`src/rtl/multiplier_if.sv`:
```
// RV32M multiply opcode set and the exe_stage <-> multiplier operand/result bundle.
// The master side is the exe_stage sign logic; the slave side is the multiplier.
package multiplier_pkg;
  localparam logic [3:0] ALU_MUL    = 4'd10;
  localparam logic [3:0] ALU_MULH   = 4'd11;
  localparam logic [3:0] ALU_MULHSU = 4'd12;
  localparam logic [3:0] ALU_MULHU  = 4'd13;

  function automatic logic is_mul_op(input logic [3:0] op);
    return (op == ALU_MUL) || (op == ALU_MULH) || (op == ALU_MULHSU) || (op == ALU_MULHU);
  endfunction
endpackage

interface multiplier_if #(parameter int XLEN = 32);
  logic [3:0]      id_alu_op_r;
  logic            mul_div_negative_w;
  logic [XLEN-1:0] mul_div_a_w;
  logic [XLEN-1:0] mul_div_b_w;
  logic [XLEN-1:0] mul_lo_w;
  logic [XLEN-1:0] mul_hi_w;
  logic            ex_stall_mul_w;

  modport master (
    output id_alu_op_r, mul_div_negative_w, mul_div_a_w, mul_div_b_w,
    input  mul_lo_w, mul_hi_w, ex_stall_mul_w
  );

  modport slave (
    input  id_alu_op_r, mul_div_negative_w, mul_div_a_w, mul_div_b_w,
    output mul_lo_w, mul_hi_w, ex_stall_mul_w
  );
endinterface

```
`src/rtl/multiplier.sv`:
```
// Iterative shift-add multiplier for MUL/MULH/MULHSU/MULHU on unsigned magnitudes.
// Define MUL_RADIX4_EN to retire two multiplier bits per cycle (XLEN/2+1 stall cycles).
module multiplier
  import multiplier_pkg::*;
#(
  parameter int XLEN = 32
) (
  input  logic              clk_i,
  input  logic              reset_ni,
  multiplier_if.slave       bus
);

  localparam int CNT_W = $clog2(XLEN);
`ifdef MUL_RADIX4_EN
  localparam logic [CNT_W-1:0] CNT_LOAD = CNT_W'(XLEN/2 - 1);
`else
  localparam logic [CNT_W-1:0] CNT_LOAD = CNT_W'(XLEN - 1);
`endif

  typedef enum logic [1:0] {S_IDLE, S_BUSY, S_READY} state_t;

  state_t            state_q, state_d;
  logic [CNT_W-1:0]  cnt_q, cnt_d;
  logic [XLEN:0]     acc_q, acc_d;
  logic [XLEN-1:0]   plier_q, plier_d;
  logic [XLEN-1:0]   cand_q, cand_d;

  logic              req;
  logic              ready;
  logic [XLEN:0]     step_acc;
  logic [XLEN-1:0]   step_plier;
  logic [2*XLEN-1:0] prod;
  logic [2*XLEN-1:0] res;

  assign req   = is_mul_op(bus.id_alu_op_r);
  assign ready = (state_q == S_READY);

  // One iteration: add the selected partial product, then shift {acc, plier} right.
`ifdef MUL_RADIX4_EN
  logic [XLEN+1:0] pp, sum;
  always_comb begin
    pp = '0;
    case (plier_q[1:0])
      2'd1:    pp = {2'b00, cand_q};
      2'd2:    pp = {1'b0, cand_q, 1'b0};
      2'd3:    pp = {2'b00, cand_q} + {1'b0, cand_q, 1'b0};
      default: pp = '0;
    endcase
    sum        = {1'b0, acc_q} + pp;
    step_acc   = {1'b0, sum[XLEN+1:2]};
    step_plier = {sum[1:0], plier_q[XLEN-1:2]};
  end
`else
  logic [XLEN:0] sum;
  always_comb begin
    sum        = acc_q + (plier_q[0] ? {1'b0, cand_q} : {(XLEN+1){1'b0}});
    step_acc   = {1'b0, sum[XLEN:1]};
    step_plier = {sum[0], plier_q[XLEN-1:1]};
  end
`endif

  always_comb begin
    state_d = state_q;
    cnt_d   = cnt_q;
    acc_d   = acc_q;
    plier_d = plier_q;
    cand_d  = cand_q;
    case (state_q)
      S_IDLE: begin
        if (req) begin
          state_d = S_BUSY;
          cnt_d   = CNT_LOAD;
          acc_d   = '0;
          plier_d = bus.mul_div_a_w;
          cand_d  = bus.mul_div_b_w;
        end
      end
      S_BUSY: begin
        // Runs to completion even if the request is flushed.
        acc_d   = step_acc;
        plier_d = step_plier;
        cnt_d   = cnt_q - CNT_W'(1);
        if (cnt_q == '0) state_d = S_READY;
      end
      // The request seen here is the same instruction completing; never restart.
      S_READY: state_d = S_IDLE;
      default: state_d = S_IDLE;
    endcase
  end

  always_ff @(posedge clk_i or negedge reset_ni) begin
    if (!reset_ni) begin
      state_q <= S_IDLE;
      cnt_q   <= '0;
      acc_q   <= '0;
      plier_q <= '0;
      cand_q  <= '0;
    end else begin
      state_q <= state_d;
      cnt_q   <= cnt_d;
      acc_q   <= acc_d;
      plier_q <= plier_d;
      cand_q  <= cand_d;
    end
  end

  assign prod = {acc_q[XLEN-1:0], plier_q};
  assign res  = bus.mul_div_negative_w ? (~prod + 1'b1) : prod;

  assign bus.mul_lo_w       = res[XLEN-1:0];
  assign bus.mul_hi_w       = res[2*XLEN-1:XLEN];
  assign bus.ex_stall_mul_w = req && !ready;

endmodule

```
`src/flat_wrapper.sv`:
```
// flat-port wrapper written by rule: the top's interface ports become plain ports
module multiplier_flat import multiplier_pkg::*;
#(
  parameter int XLEN = 32
)
  (clk_i, reset_ni, bus_id_alu_op_r, bus_mul_div_negative_w, bus_mul_div_a_w, bus_mul_div_b_w, bus_mul_lo_w, bus_mul_hi_w, bus_ex_stall_mul_w);
  multiplier_if #(.XLEN(XLEN)) bus_i ();
  input  logic clk_i;
  input  logic reset_ni;
  input wire logic [$bits(bus_i.id_alu_op_r)-1:0] bus_id_alu_op_r;
  input wire logic [$bits(bus_i.mul_div_negative_w)-1:0] bus_mul_div_negative_w;
  input wire logic [$bits(bus_i.mul_div_a_w)-1:0] bus_mul_div_a_w;
  input wire logic [$bits(bus_i.mul_div_b_w)-1:0] bus_mul_div_b_w;
  output wire logic [$bits(bus_i.mul_lo_w)-1:0] bus_mul_lo_w;
  output wire logic [$bits(bus_i.mul_hi_w)-1:0] bus_mul_hi_w;
  output wire logic [$bits(bus_i.ex_stall_mul_w)-1:0] bus_ex_stall_mul_w;
  assign bus_i.id_alu_op_r = bus_id_alu_op_r;
  assign bus_i.mul_div_negative_w = bus_mul_div_negative_w;
  assign bus_i.mul_div_a_w = bus_mul_div_a_w;
  assign bus_i.mul_div_b_w = bus_mul_div_b_w;
  assign bus_mul_lo_w = bus_i.mul_lo_w;
  assign bus_mul_hi_w = bus_i.mul_hi_w;
  assign bus_ex_stall_mul_w = bus_i.ex_stall_mul_w;
  multiplier #(.XLEN(XLEN)) u_core (.clk_i(clk_i), .reset_ni(reset_ni), .bus(bus_i));
endmodule
```
`config.mk`:
```
export PLATFORM = sky130hd
export DESIGN_NAME = multiplier_flat
export DESIGN_NICKNAME = d
export VERILOG_FILES = /design/src/rtl/multiplier_if.sv /design/src/rtl/multiplier.sv /design/src/flat_wrapper.sv
export SDC_FILE = /design/constraint.sdc
export NUM_CORES = 1
export LEC_CHECK = 0
export CORE_ASPECT_RATIO = 0.7
export CORE_MARGIN = 4
export CORE_UTILIZATION = 45
export DETAILED_ROUTE_END_ITERATION = 8
export PLACE_DENSITY = 0.77
export SLEW_MARGIN = 10
export SYNTH_ARGS = -nofsm -noshare
export SYNTH_HDL_FRONTEND = slang
export SYNTH_SLANG_ARGS = --single-unit
```
`constraint.sdc`:
```
create_clock -name clk_i -period 10.25 [get_ports clk_i]
set_input_delay 3.075 -clock clk_i [delete_from_list [all_inputs] [get_ports clk_i]]
set_output_delay 3.075 -clock clk_i [all_outputs]
set_load 0.05 [all_outputs]
```
==> metrics, run 1 <==
Fin Setup TNS=0 ps; total grt overflow=0; Clk pin slew, worst setup/hold paths=approximately 80 ps; Leak=between 3 and 4 nW; fin nets=around 1100; DR WL/cell=between 15 and 20 um; vias in the first global route=6665; die height=115.1 um; Vias/cell=5.659; die area=0.01853 mm^2; Starting Density=0.4670; Post-synth EDFFs=0; layout cells sized above 1=0.03790; Row Count=38; Clock Skew=7.848 ps; asr flop ratio synth=1.000; Synth cell types=56; vias=7068; first-pass GRT wire length=35300 um; Final Cycle Share=0.8148; Post-CTS Hold Buffers=0; synth warn=0; Startpoint Class=input pin; clock sink count=103; Die Wd=161.0 um; RR Startpoint=u_core.plier_q[0]; status=complete, no violations; P_int=1.702 mW; setup bufs post-CTS=0; #FFs+latches synth=103; worst setup path class=input pin to primary output; WP data arrival=about 5300 ps; Detail Placement HPWL=15810 um; clock buffer depth=2; Net Count, Synth=1036; final-report hold violation count=0; Post-Syn Area=0.007372 mm^2; io pins=about 140; Seq/Total Area, Yosys=0.3496; Slew headroom=0.2746; worst skew pair latency=350 ps; Min-Delay Startpoint=u_core.cand_q[6]; hold depth=2; diode count=0; CP endpoint kind=primary output; CP required=7180 ps; Placed Instances=around 1200; routability cong.=0.9464; cts bufs inserted=9; Routed WL=21650 um; cells after synthesis=slightly above 900; commonest non-fill, non-tap cell in the layout=nand2_1; fmax=119.7 MHz; post-cts resize count=0; Clock power frac=0.094; WHS Endpoint=u_core.cand_q[6]; Logic pwr share=0.660; GR Util All Layers=0.2352; TritonCTS clock tree=yes; Flop pwr share=0.246; commonest non-fill, non-tap cells in the layout=201 x nand2_1, 132 x clkdlybuf4s50_1, 103 x dfrtp_1, 78 x nor2_1, 75 x xnor2_1; DRT antenna net count=0; Critical R2R Capture=u_core.acc_q[31]; RSZ-0062 raised after global routing=no; Peak VDD IR=0.2415 mV; reg2reg setup slack=6430 ps; post-route insts no fill=around 1200; actual slew at the worst max-slew pin=1084 ps; CORE AREA=~0.016 mm^2; initial antenna violation count=0; fillers=1508; Top FF cell, synth=dfrtp_1; worst reg2reg path depth=13; Power Dens Cells=395.8 mW/mm^2; Post-route DRC=0; largest net degree at the start of global routing=slightly above 90; initial drt markers=582; Switch Pwr=1.902 mW; CTS root buffer=clkbuf_16; Area Growth Syn to Fin=23.54%; Slew Viols, Final=0; Final setup viols=0; post-synthesis area per instance=around 7.9 um^2; worst hold path class=register to register; Max-Cap Viols=0; port bufs=around 130; # H-tree levels=3; fin crit period=8352 ps; DR pass1 iterations=5; switch share=0.5278; crit path max fanout=44
==> metrics by stage <==
step / power, mW / setup WS [ps] / instance area [um^2] / util / hold slack, ps
after floorplan: 2.563 / 2584 / 7372 / - / 437.4
after global placement: 3.205 / 1963 / 8827 / 0.5592 / 452.3
after detailed placement: 3.236 / 1964 / 8827 / 0.5592 / 455.9
after CTS: 3.594 / 1923 / 9107 / 0.5770 / 475.9
after global routing: 3.877 / 1690 / 9107 / 0.5770 / 485.4
final: 3.605 / 1898 / 9107 / 0.5770 / 471.5
==> registers in the layout, summed over array words and instances, names as in the netlist <==
name and flops:
u_core.cnt_q 5, u_core.cand_q 32, u_core.plier_q 32, u_core.state_q 2
u_core.acc_q 32
==> cell usage after synthesis, types with 3 or more instances <==
cell type	count	area share
a211oi_1	4	0.0041
a21boi_0	3	0.0031
a21o_1	10	0.010
a21oi_1	35	0.024
a31oi_1	15	0.013
a41oi_1	3	0.0036
and2_1	34	0.029
buf_1	3	0.0015
clkbuf_1	52	0.026
dfrtp_1	103	0.35
ha_1	35	0.059
inv_1	16	0.0081
nand2_1	202	0.10
nand2b_1	6	0.0051
nand3_1	24	0.016
nand4_1	9	0.0076
nor2_1	79	0.040
nor3_1	13	0.0088
nor3b_1	3	0.0031
nor4_1	4	0.0034
o21a_1	3	0.0031
o21ai_0	70	0.048
o21bai_1	10	0.010
o22ai_1	21	0.018
o31a_1	3	0.0036
o31ai_1	18	0.018
o41ai_1	12	0.014
or2_2	3	0.0025
or3_1	8	0.0068
or4_1	4	0.0041
or4_4	3	0.0046
xnor2_1	75	0.089
xor2_1	15	0.018
==> cell type report <==
type	instances	area (um^2)	area share
tap	220	275.3	0.03022
clock buffer	10	239.0	0.02624
multi-input combinational	754	4528	0.4972
clock inverter	5	41.29	0.004534
inverter	16	60.06	0.006594
timing repair buffer	141	1386	0.1522
sequential	103	2577	0.2830
==> critical path: stages <==
cell	delay, ps
buf_2	580
buf_4	380
o21ai_0	170
xnor2_1	210
clkdlybuf4s50_1	840
==> metal layers <==
layer	track usage	vias to the layer above	wire length (um)
li1	-	3434	-
met1	0.3583	3324	10440
met2	0.3480	275	9266
met3	0.04335	35	1579
met4	0.05341	0	367
met5	0	-	0
==> kinds of logic after synthesis <==
group / Yosys count / synth area share
simple gates: 403 / 0.2473
compound gates: 223 / 0.1942
flops: 103 / 0.3496
xor+xnor: 90 / 0.1069
buf+inv: 72 / 0.03717
fa+ha+maj: 36 / 0.06212
mux: 2 / 0.002716
==> power groups by stage <==
stage	sequential [mW]	combinational (mW)	clock, mW
6_report	0.887	2.38	0.338
5_1_grt	0.917	2.60	0.361
3_5_place_dp	0.884	2.35	0
4_1_cts	0.879	2.37	0.343
2_1_floorplan	0.793	1.77	0
3_3_place_gp	0.874	2.33	0
==> worst max path at each step <==
stage               slack [ps]               end  cells after the start              startpoint
finish                    1900   bus_mul_hi_w[7]                      5  bus_mul_div_negative_w
global route              1690   bus_mul_hi_w[7]                      5  bus_mul_div_negative_w
CTS                       1920  bus_mul_hi_w[11]                      5  bus_mul_div_negative_w
detailed placement        1960  bus_mul_hi_w[11]                      5  bus_mul_div_negative_w
global placement          1960   bus_mul_hi_w[7]                      5  bus_mul_div_negative_w
floorplan                 2580   bus_mul_hi_w[0]                      4  bus_mul_div_negative_w
(Power assumes the default switching activity.)
==> run 2: changes to the inputs <==
==> constraint.sdc (replaced) <==
create_clock -name clk_i -period 8.01 [get_ports clk_i]
set_input_delay 2.403 -clock clk_i [delete_from_list [all_inputs] [get_ports clk_i]]
set_output_delay 2.403 -clock clk_i [all_outputs]
set_load 0.05 [all_outputs]
==> metrics, run 2 (same netlist as run 1, synthesis figures left out) <==
commonest non-fill, non-tap cells in the layout=201 x nand2_1, 132 x clkdlybuf4s50_1, 103 x dfrtp_1, 78 x nor2_1, 75 x xnor2_1 (unchanged); initial drt markers=754 (was 582); Finished Cell Area=0.009129 mm^2 (was 0.009107 mm^2); port bufs=134 (unchanged); # H-tree levels=3 (unchanged); CP required=5610 ps (was 7180 ps); DRT antenna net count=0 (unchanged); RSZ-0062 raised after global routing=no (unchanged); Slew Viols, Final=0 (unchanged); Row Count=38 (unchanged); largest net degree at the start of global routing=93 (was 92); worst skew pair latency=350 ps (about the same); clock buffer depth=2 (unchanged); Top Registers=u_core.acc_q (32), u_core.cand_q (32), u_core.plier_q (32) (unchanged); diode count=0 (unchanged); Clk pin slew, worst setup/hold paths=80 ps (about the same); Clock Skew=11.08 ps (was 7.848 ps); fin worst setup slack=937.8 ps (was 1898 ps); Die Wd=161.0 um (unchanged); routability cong.=0.9268 (was 0.9464); initial antenna violation count=0 (unchanged); GR peak layer=met1 (unchanged); final-report hold violation count=0 (unchanged); WP data arrival=4670 ps (was 5280 ps); Max-Cap Viols=0 (unchanged); worst setup path class=register to primary output (was input pin to primary output); CP endpoint kind=primary output (unchanged); worst hold path class=register to register (unchanged); Post-route DRC=0 (unchanged); Fin Setup TNS=0 ps (unchanged); first-pass GRT wire length=34860 um (was 35300 um); Leak=3.795 nW (was 3.782 nW); layout cells sized above 1=0.03883 (was 0.03790); Startpoint Class=register (was input pin); pre-CTS setup slack=1016 ps (was 1964 ps); Detail Placement HPWL=15600 um (was 15810 um); vias=7035 (was 7068); Peak VDD IR=0.2608 mV (was 0.2415 mV); placed cell areas=0.008827 mm^2 (unchanged); total chip power=4.644 mW (was 3.605 mW); Final setup viols=0 (unchanged); fin crit period=7072 ps; crit path max fanout=6 (was 44); met3 Track Usage GR=0.04371 (was 0.04335); GR Util met2=0.3399 (was 0.3480); fmax=141.4 MHz; met1 usage=0.3597 (was 0.3583); Power Dens Cells=508.7 mW/mm^2 (was 395.8 mW/mm^2); TritonCTS clock tree=yes (unchanged); setup bufs post-CTS=0 (unchanged); Placed Instances=1234 (unchanged); CTS root buffer=clkbuf_16 (unchanged); Post-CTS Hold Buffers=0 (unchanged); vias in the first global route=6483 (was 6665); post-cts resize count=0 (unchanged); fillers=1493 (was 1508); cts bufs inserted=9 (unchanged); actual slew at the worst max-slew pin=1088 ps (was 1084 ps); commonest non-fill, non-tap cell in the layout=nand2_1 (unchanged); die area=0.01853 mm^2 (unchanged); post-route insts no fill=1250 (was 1249); Final Cycle Share=0.8829; GR Util All Layers=0.2302 (was 0.2352); clock sink count=103 (unchanged); CORE AREA=0.01579 mm^2 (unchanged); status=complete, no violations (unchanged); final core utilization=0.5783 (was 0.5770); Area Growth Syn to Fin=23.83% (was 23.54%); Slew headroom=0.2720 (was 0.2746); io pins=136 (unchanged); total grt overflow=0 (unchanged); DR WL/cell=17.25 um (was 17.33 um); Vias/cell=5.628 (was 5.659); Routed WL=21560 um (was 21650 um); fin nets=1132 (unchanged); final hold slack=468.7 ps (was 471.5 ps); Starting Density=0.4670 (unchanged); DR pass1 iterations=8 (was 5); die height=115.1 um (unchanged)
run 2: cell types whose count changed in the layout (fill, tap and decap cells not counted):
cell / before / now
clkbuf_8: 1 / 2
clkinv_2: 1 / 0
clkinv_4: 0 / 2
clkinvlp_4: 1 / 0
inv_6: 2 / 1
inv_8: 1 / 2
run 2: worst max-delay path: stages, from the launching register on:
cell and delay (ps):
dfrtp_1 460, or4_1 560, nor3b_1 390, nand4b_1 400, nor2_1 380, nand2_1 250
or4_1 510, o21ai_0 350, xnor2_1 180, clkdlybuf4s50_1 840
run 2: final timing paths:
path | startpoint | to | slack, ps | cells after the start
hold / removal | u_core.cand_q[14] | u_core.cand_q[14] | 470 | 2
setup reg to reg | u_core.plier_q[0] | u_core.acc_q[31] | 4250 | 13
hold reg to reg | u_core.cand_q[14] | u_core.cand_q[14] | 470 | 2
min in group asynchronous | reset_ni | u_core.plier_q[6] | 2110 | 1
setup / recovery | u_core.plier_q[12] | bus_mul_hi_w[28] | 940 | 9
max in group asynchronous | reset_ni | u_core.acc_q[9] | 4780 | 2
run 2: cell type report:
type	count	area [um^2]	share of cell area
clock buffers	11	252.7	0.02769
clock inverters	5	48.80	0.005345
repair buffers	141	1386	0.1519
flip-flops and latches	103	2577	0.2823
inverters	16	60.06	0.006579
multi-input cells	754	4528	0.4960
well taps	220	275.3	0.03015
run 2: routing by layer:
metal | part of all wire | vias to the layer above
met3 | 0.071 | 11
met2 | 0.43 | 247
li1 | - | 3422
met1 | 0.50 | 3355
met5 | 0 | -
met4 | 0.0077 | 0
run 2: report_power, final:
part / total [mW] / internal, mW / leakage, nW / switching, mW
Sequential: 1.13 / 0.797 / 1.21 / 0.335
Combinational: 3.06 / 1.16 / 2.43 / 1.90
Clock: 0.450 / 0.235 / 0.150 / 0.214
==> run 3: changes to the inputs <==
--- a/config.mk
+++ b/config.mk
@@ -8,8 +8,10 @@
 export CORE_ASPECT_RATIO = 0.7
 export CORE_MARGIN = 4
 export CORE_UTILIZATION = 45
+export CTS_CLUSTER_DIAMETER = 80
 export DETAILED_ROUTE_END_ITERATION = 8
 export PLACE_DENSITY = 0.77
+export SETUP_SLACK_MARGIN = 0.3
 export SLEW_MARGIN = 10
 export SYNTH_ARGS = -nofsm -noshare
 export SYNTH_HDL_FRONTEND = slang
==> results of run 3 <==
No change in the layout: final DEF, timing and power equal those of run 2.
